$ cat config.mk
export PLATFORM = sky130hd
export DESIGN_NAME = rotate_cmd_sequencer
export DESIGN_NICKNAME = d
export VERILOG_FILES = /design/src/rtl/rotator_pkg.sv /design/src/rtl/rotate_cmd_sequencer.sv
export SDC_FILE = /design/constraint.sdc
export NUM_CORES = 1
export LEC_CHECK = 0
export BUFFER_PORTS_ARGS = -buffer_cell sky130_fd_sc_hd__buf_2
export CAP_MARGIN = 20
export CORE_MARGIN = 2
export CORE_UTILIZATION = 47
export DETAILED_ROUTE_END_ITERATION = 10
export MAX_ROUTING_LAYER = met4
export PLACE_DENSITY = 0.77
export SLEW_MARGIN = 20
export SYNTH_ARGS = -nofsm -noshare
export SYNTH_HDL_FRONTEND = slang
export SYNTH_SLANG_ARGS = --single-unit
export TNS_END_PERCENT = 30
$ cat constraint.sdc
create_clock -name clk -period 2 [get_ports clk]
set_input_delay 0.4 -clock clk [delete_from_list [all_inputs] [get_ports clk]]
set_output_delay 0.4 -clock clk [all_outputs]
set_load 0.02 [all_outputs]
$ cat src/rtl/rotator_pkg.sv
// Shared types and constants for the rotator sequencer and its sibling rotator.
package rotator_pkg;

  localparam int DEF_WIDTH = 8;
  localparam int DEF_CNT_W = 3;

  localparam logic DIR_LEFT  = 1'b0;
  localparam logic DIR_RIGHT = 1'b1;

  typedef enum logic [1:0] {
    IDLE = 2'd0,
    LOAD = 2'd1,
    WAIT = 2'd2,
    RESP = 2'd3
  } state_t;

endpackage

$ cat src/rtl/rotate_cmd_sequencer.sv
// Turns a free-running single-step rotator into a transactional unit:
// load the word, count N rotation cycles, sample the result, hand it back.
module rotate_cmd_sequencer
  import rotator_pkg::*;
#(
  parameter int WIDTH = DEF_WIDTH,
  parameter int CNT_W = DEF_CNT_W
) (
  input  logic             clk,
  input  logic             rst,
  input  logic             cmd_valid,
  output logic             cmd_ready,
  input  logic [WIDTH-1:0] cmd_data,
  input  logic             cmd_dir,
  input  logic [CNT_W-1:0] cmd_amount,
  output logic             rot_load,
  output logic             rot_dir,
  output logic [WIDTH-1:0] rot_data,
  input  logic [WIDTH-1:0] rot_q,
  output logic             rsp_valid,
  input  logic             rsp_ready,
  output logic [WIDTH-1:0] rsp_data,
  output logic             busy
);

  state_t           state_q, state_d;
  logic [WIDTH-1:0] data_q;
  logic             dir_q;
  logic [CNT_W-1:0] amt_q;
  logic [CNT_W-1:0] cnt_q;
  logic [WIDTH-1:0] rsp_data_q;
  logic             rsp_valid_q;

  always_comb begin
    state_d   = state_q;
    cmd_ready = 1'b0;
    rot_load  = 1'b0;
    case (state_q)
      IDLE: begin
        cmd_ready = 1'b1;
        if (cmd_valid) state_d = LOAD;
      end
      LOAD: begin
        rot_load = 1'b1;
        state_d  = WAIT;
      end
      WAIT: if (cnt_q == '0) state_d = RESP;
      RESP: if (rsp_ready) state_d = IDLE;
      default: state_d = IDLE;
    endcase
  end

  // The rotator steps on every non-load edge, so the WAIT edges with
  // cnt!=0 are exactly the requested rotations; rot_q is sampled at cnt==0.
  always_ff @(posedge clk or posedge rst) begin
    if (rst) begin
      state_q     <= IDLE;
      data_q      <= '0;
      dir_q       <= 1'b0;
      amt_q       <= '0;
      cnt_q       <= '0;
      rsp_data_q  <= '0;
      rsp_valid_q <= 1'b0;
    end else begin
      state_q <= state_d;
      case (state_q)
        IDLE: if (cmd_valid) begin
          data_q <= cmd_data;
          dir_q  <= cmd_dir;
          amt_q  <= cmd_amount;
        end
        LOAD: cnt_q <= amt_q;
        WAIT: begin
          if (cnt_q != '0) begin
            cnt_q <= cnt_q - CNT_W'(1);
          end else begin
            rsp_data_q  <= rot_q;
            rsp_valid_q <= 1'b1;
          end
        end
        RESP: if (rsp_ready) rsp_valid_q <= 1'b0;
        default: ;
      endcase
    end
  end

  assign rot_dir   = dir_q;
  assign rot_data  = data_q;
  assign rsp_valid = rsp_valid_q;
  assign rsp_data  = rsp_data_q;
  assign busy      = (state_q != IDLE);

endmodule

== After elaboration in Yosys (flattened, before gate mapping) ==
Cells that the tools add are included.

* $add $sub $neg: 1
* Equality and inequality tests: 8
* Multiplexer cells: 11
* Bitwise operators: 1
* Reductions and logical operators: 11

{| class="wikitable"
|+ Operator list
! kind !! number
|-
| $ne 2x2->1 const B || 5
|-
| $pmux 2 s4 || 1
|-
| $mux 2 || 3
|-
| $pmux 3 s2 || 1
|-
| $reduce_and 2->1 || 3
|-
| $reduce_and 3->1 || 2
|-
| $reduce_bool 2->1 || 3
|-
| $eq 2x2->1 const B || 2
|-
| $mux 1 || 4
|-
| $logic_not 3->1 || 1
|-
| $mux 3 || 1
|-
| $reduce_bool 3->1 || 1
|-
| $sub 3x1->3 const B || 1
|-
| $eq 2x1->1 const B || 1
|-
| $logic_not 2->1 || 1
|-
| $pmux 1 s2 || 1
|-
| $not 1->1 || 1
|}

* Register bits after elaboration: 26
* Bits of input ports: 24

== Depth between registers and ports, before layout ==
* Depth in word-level cells: 3
* Mapped depth: 6
* Mapped depth without buffers: 5

== Least setup slack after synthesis ==
OpenSTA, ideal clock, no wires.

* Path type: reg2reg
* Start: register state_q[0]
* End: register state_q[1]
* Library setup time: 0.127 ns
* Data arrival time: 1.488 ns
* Data required time: 1.873 ns
* Path slack: 0.384 ns
* Stages on the path, launching flop included: 5
* Path buffers: 0
* Clock period less this slack: 1.616 ns
* Cell sequence: dfrtp_1 -> inv_1 -> ha_1 -> a222oi_1 -> mux2_1

* Word-level cells in the longest chain between the ends: 3

{| class="wikitable"
|+ RTL lines
! element !! RTL line !! RTL
|-
| from (decl) || rotate_cmd_sequencer.sv:26 || <nowiki>state_t state_q, state_d;</nowiki>
|-
| from (signal assigned) || rotate_cmd_sequencer.sv:65 || <nowiki>state_q <= state_d;</nowiki>
|-
| $eq 2x2->1 / $logic_not 2->1 (equally long branches) || rotate_cmd_sequencer.sv:38 || <nowiki>case (state_q)</nowiki>
|-
| $ne 2x2->1 (no line) || -- ||
|-
| $reduce_and 3->1 (no line) || -- ||
|}

Parallel ways exist; a longest one is shown, timed or not.
A chain may end at the register's enable or synchronous reset.

== Worst setup path in the final report ==
* Start: register state_q[1]
* End: output port rot_load

* Word-level cells in the longest chain between the ends: 2

{| class="wikitable"
|+ RTL lines
! element !! RTL line !! RTL
|-
| $eq 2x1->1 || rotate_cmd_sequencer.sv:38 ||
|-
| $mux 1 || rotate_cmd_sequencer.sv:38 ||
|-
| to (decl) || rotate_cmd_sequencer.sv:16 || <nowiki>output logic rot_load,</nowiki>
|}

No other way between the ends.

==> results.yml <==
routing:
  remaining_drc_errors: 0
  wl_mm: 2.14
  wl_per_cell_microns: 12.9
  dr.pass1.iters: 4
  vias_per_cell: 5.14
  ant_nets: 0
  initialDrtViolationCount: 7
  vias: 848
synth:
  ys_types: 19
  synth_seq_cells: 26
  netlist_area_sq_mm: 0.00118
  syn_area_per_cell_sq_um: 13.5
  synthesis.nets: 119
  synth_top_area_share_pct: 54.9
  yosys_warnings: 0
  synth_cells: 88
  yosys.area.top_type: "dfrtp_1"
  synth_area_leaders: "dfrtp_1, mux2_2, ha_1"
  seq_area_frac_synth_pct: 54.9
outcome:
  status: "complete, no violations"
sta:
  finalCritPeriodShare_pct: 88.7
  finalSetupTns_ns: 0
  fmax_ghz: 0.563
  min_period_ns: 1.77
  finalSetupViolCount: 0
  fin_skew_ns: 0.00115
  slew_violations: 0
  finalHoldViolCount: 0
  worst_pin_slew_ns: 0.496
  layout_setup_ws_ns: 0.225
  rsz0062_at_grt: "false"
  slew_headroom_pct: 66.9
floorplanning:
  die_y_microns: 54.2
  dieArea_sq_mm: 0.00294
  core.rowCount: 18
  core_sq_mm: 0.00243
  start_util_pct: 48.7
  die_w_microns: 54.2
  io_pins: 45
pwr:
  p_int_mw: 1.59
  p_seq_share_pct: 36.7
  total_leakage_power_nw: 0.767
  netSwitchingPower_uw: 996
  p_per_area_mw_per_mm2: 1730
  p_comb_share_pct: 49.7
  pwr-share-clk_pct: 13.6
  peakVddDrop_uv: 1110
  switching_share_pct: 38.5
grt:
  overflow: 0
  antenna_found_initial: 0
  grt_pass1_vias: 837
  grt.total_usage_pct: 17.0
  grt_first_pass_wirelength_mm: 3.46
  grt_start_max_net_pins: 27
setup_path:
  critPathKind: "flip-flop to output pin"
  worst_path_largest_cell_delay_ns: 0.44
  crit_path_end_kind: "output pin"
  cp_cell_sequence: "inv_1 > ha_1 > buf_2"
  start_kind: "flip-flop"
  critPathMaxFanout: 6
  critPathRequiredTime_ns: 1.60
  cp_slowest_cell: "dfrtp_1"
  worstPathArrival_ns: 1.37
clocking:
  cts_buffers: 3
  clkSinkCount: 26
  ctsHtreeMaxLevel: 1
  ctsHoldBuffers: 0
  cts_tree: "yes"
  postCtsSetupRepairBufs: 0
  insertion_delay_ns: 0.31
  cts-resized-gates: 0
  cts_root_buffer: "clkbuf_4"
  clk_pin_slew_ns: 0.13
  clock_path_buffers: 2
layout:
  final.fill_count: 199
  layout.nets: 167
  drive_above_1_share_pct: 54.8
  diodes: 0
  area_delta_synth_final_pct: 26.2
place:
  place_worst_setup_slack_ns: 0.286
  portBuffers: 44
  hpwl_mm: 1.64
  gp_congestion: 0.655
job:
  drv_cap: 0
worst_hold_path:
  hold_class: "input pin to async pin"
## metrics by stage
| stage | hold slack [ns] | power (mW) | area [sq um] | std cells | util, % |
|---|---|---|---|---|---|
| 6_report | 0.110 | 2.59 | 1500 | 165 | 61.5 |
| 2_1_floorplan | 0.440 | 1.88 | 1180 | 88 | - |
| 4_1_cts | 0.113 | 2.62 | 1500 | 165 | 61.5 |
| 3_5_place_dp | 0.478 | 2.27 | 1440 | 161 | 59.3 |
| 5_1_grt | 0.113 | 2.79 | 1500 | 165 | 61.5 |
| 3_3_place_gp | 0.463 | 2.18 | 1440 | 161 | 59.3 |
## cells by family after synthesis
| group | after synthesis | synth area share [%] |
|---|---|---|
| DFF | 26 | 54.9 |
| muxes | 23 | 21.9 |
| buffers and inverters | 13 | 4.44 |
| AOI/OAI and AO/OA | 11 | 7.07 |
| and+or+nand+nor | 8 | 4.33 |
| adders and majority gates | 7 | 7.39 |
## Yosys cell counts
cell type,number
dfrtp_1,26
mux2_2,22
inv_1,10
ha_1,7
buf_2,3
nand2_1,3
a21o_1,2
a31oi_1,2
nand3b_1,2
o22ai_1,2
a21oi_1,1
a222oi_1,1
a22o_1,1
mux2_1,1
nand2b_1,1
nand2b_4,1
nand3_1,1
o311ai_0,1
o32a_2,1
## layout make-up
type	instances	area (sq um)	area share [%]
clock buffer	3	22.5	1.51
clock inverter	1	30.0	2.01
inverter	10	37.5	2.51
multi-input combinational	49	482	32.2
sequential	26	651	43.5
tap	30	37.5	2.51
timing repair buffer	46	235	15.7
## worst paths after layout
check,from,to,slack (ns),cells past startpoint
hold reg to reg,cnt_q[0],cnt_q[0],0.50,1
max in group asynchronous,rst,rot_data[4],1.65,3
min in group clk,cmd_amount[2],amt_q[2],0.30,2
setup reg to reg,state_q[0],state_q[1],0.27,4
setup / recovery,state_q[1],rot_load,0.23,3
hold / removal,rst,rsp_data[4],0.11,3
## cell usage in the layout (no fill, tap or decap)
master,count
a21o_1,2
a21oi_1,1
a222oi_1,1
a22o_1,1
a31oi_1,2
buf_2,44
buf_4,2
bufinv_16,1
clkbuf_4,3
dfrtp_1,26
ha_1,7
inv_1,10
mux2_1,1
mux2_2,22
nand2_1,3
nand2b_1,1
nand2b_4,1
nand3_1,1
nand3b_1,2
o22ai_1,2
o311ai_0,1
o32a_2,1
## power groups by stage
stage	Clock, mW	Combinational (mW)	Sequential, mW
floorplan	0	0.701	1.18
global placement	0	1.24	0.943
detailed placement	0	1.30	0.968
CTS	0.366	1.30	0.953
global route	0.388	1.41	0.994
finish	0.353	1.29	0.950
## worst max-delay path: cells and delay by family (launching register included)
family	cells	cell delay, ns
DFF	1	0.44
buffers and inverters	2	0.33
adders and majority gates	1	0.29
## layer usage
| layer | routed length [microns] | up-vias | track usage (%) |
|---|---|---|---|
| met2 | 1120 | 25 | 29.7 |
| met3 | 89 | 6 | 3.55 |
| met5 | 0 | - | - |
| li1 | - | 403 | - |
| met1 | 873 | 414 | 18.3 |
| met4 | 51 | 0 | 8.33 |
## registers in the layout, indices dropped and copies added (netlist names)
signal / cells
rsp_valid: 1
rsp_data: 8
cnt_q: 3
rot_dir: 1
state_q: 2
rot_data: 8
amt_q: 3
Power figures use the tool's default switching activity.
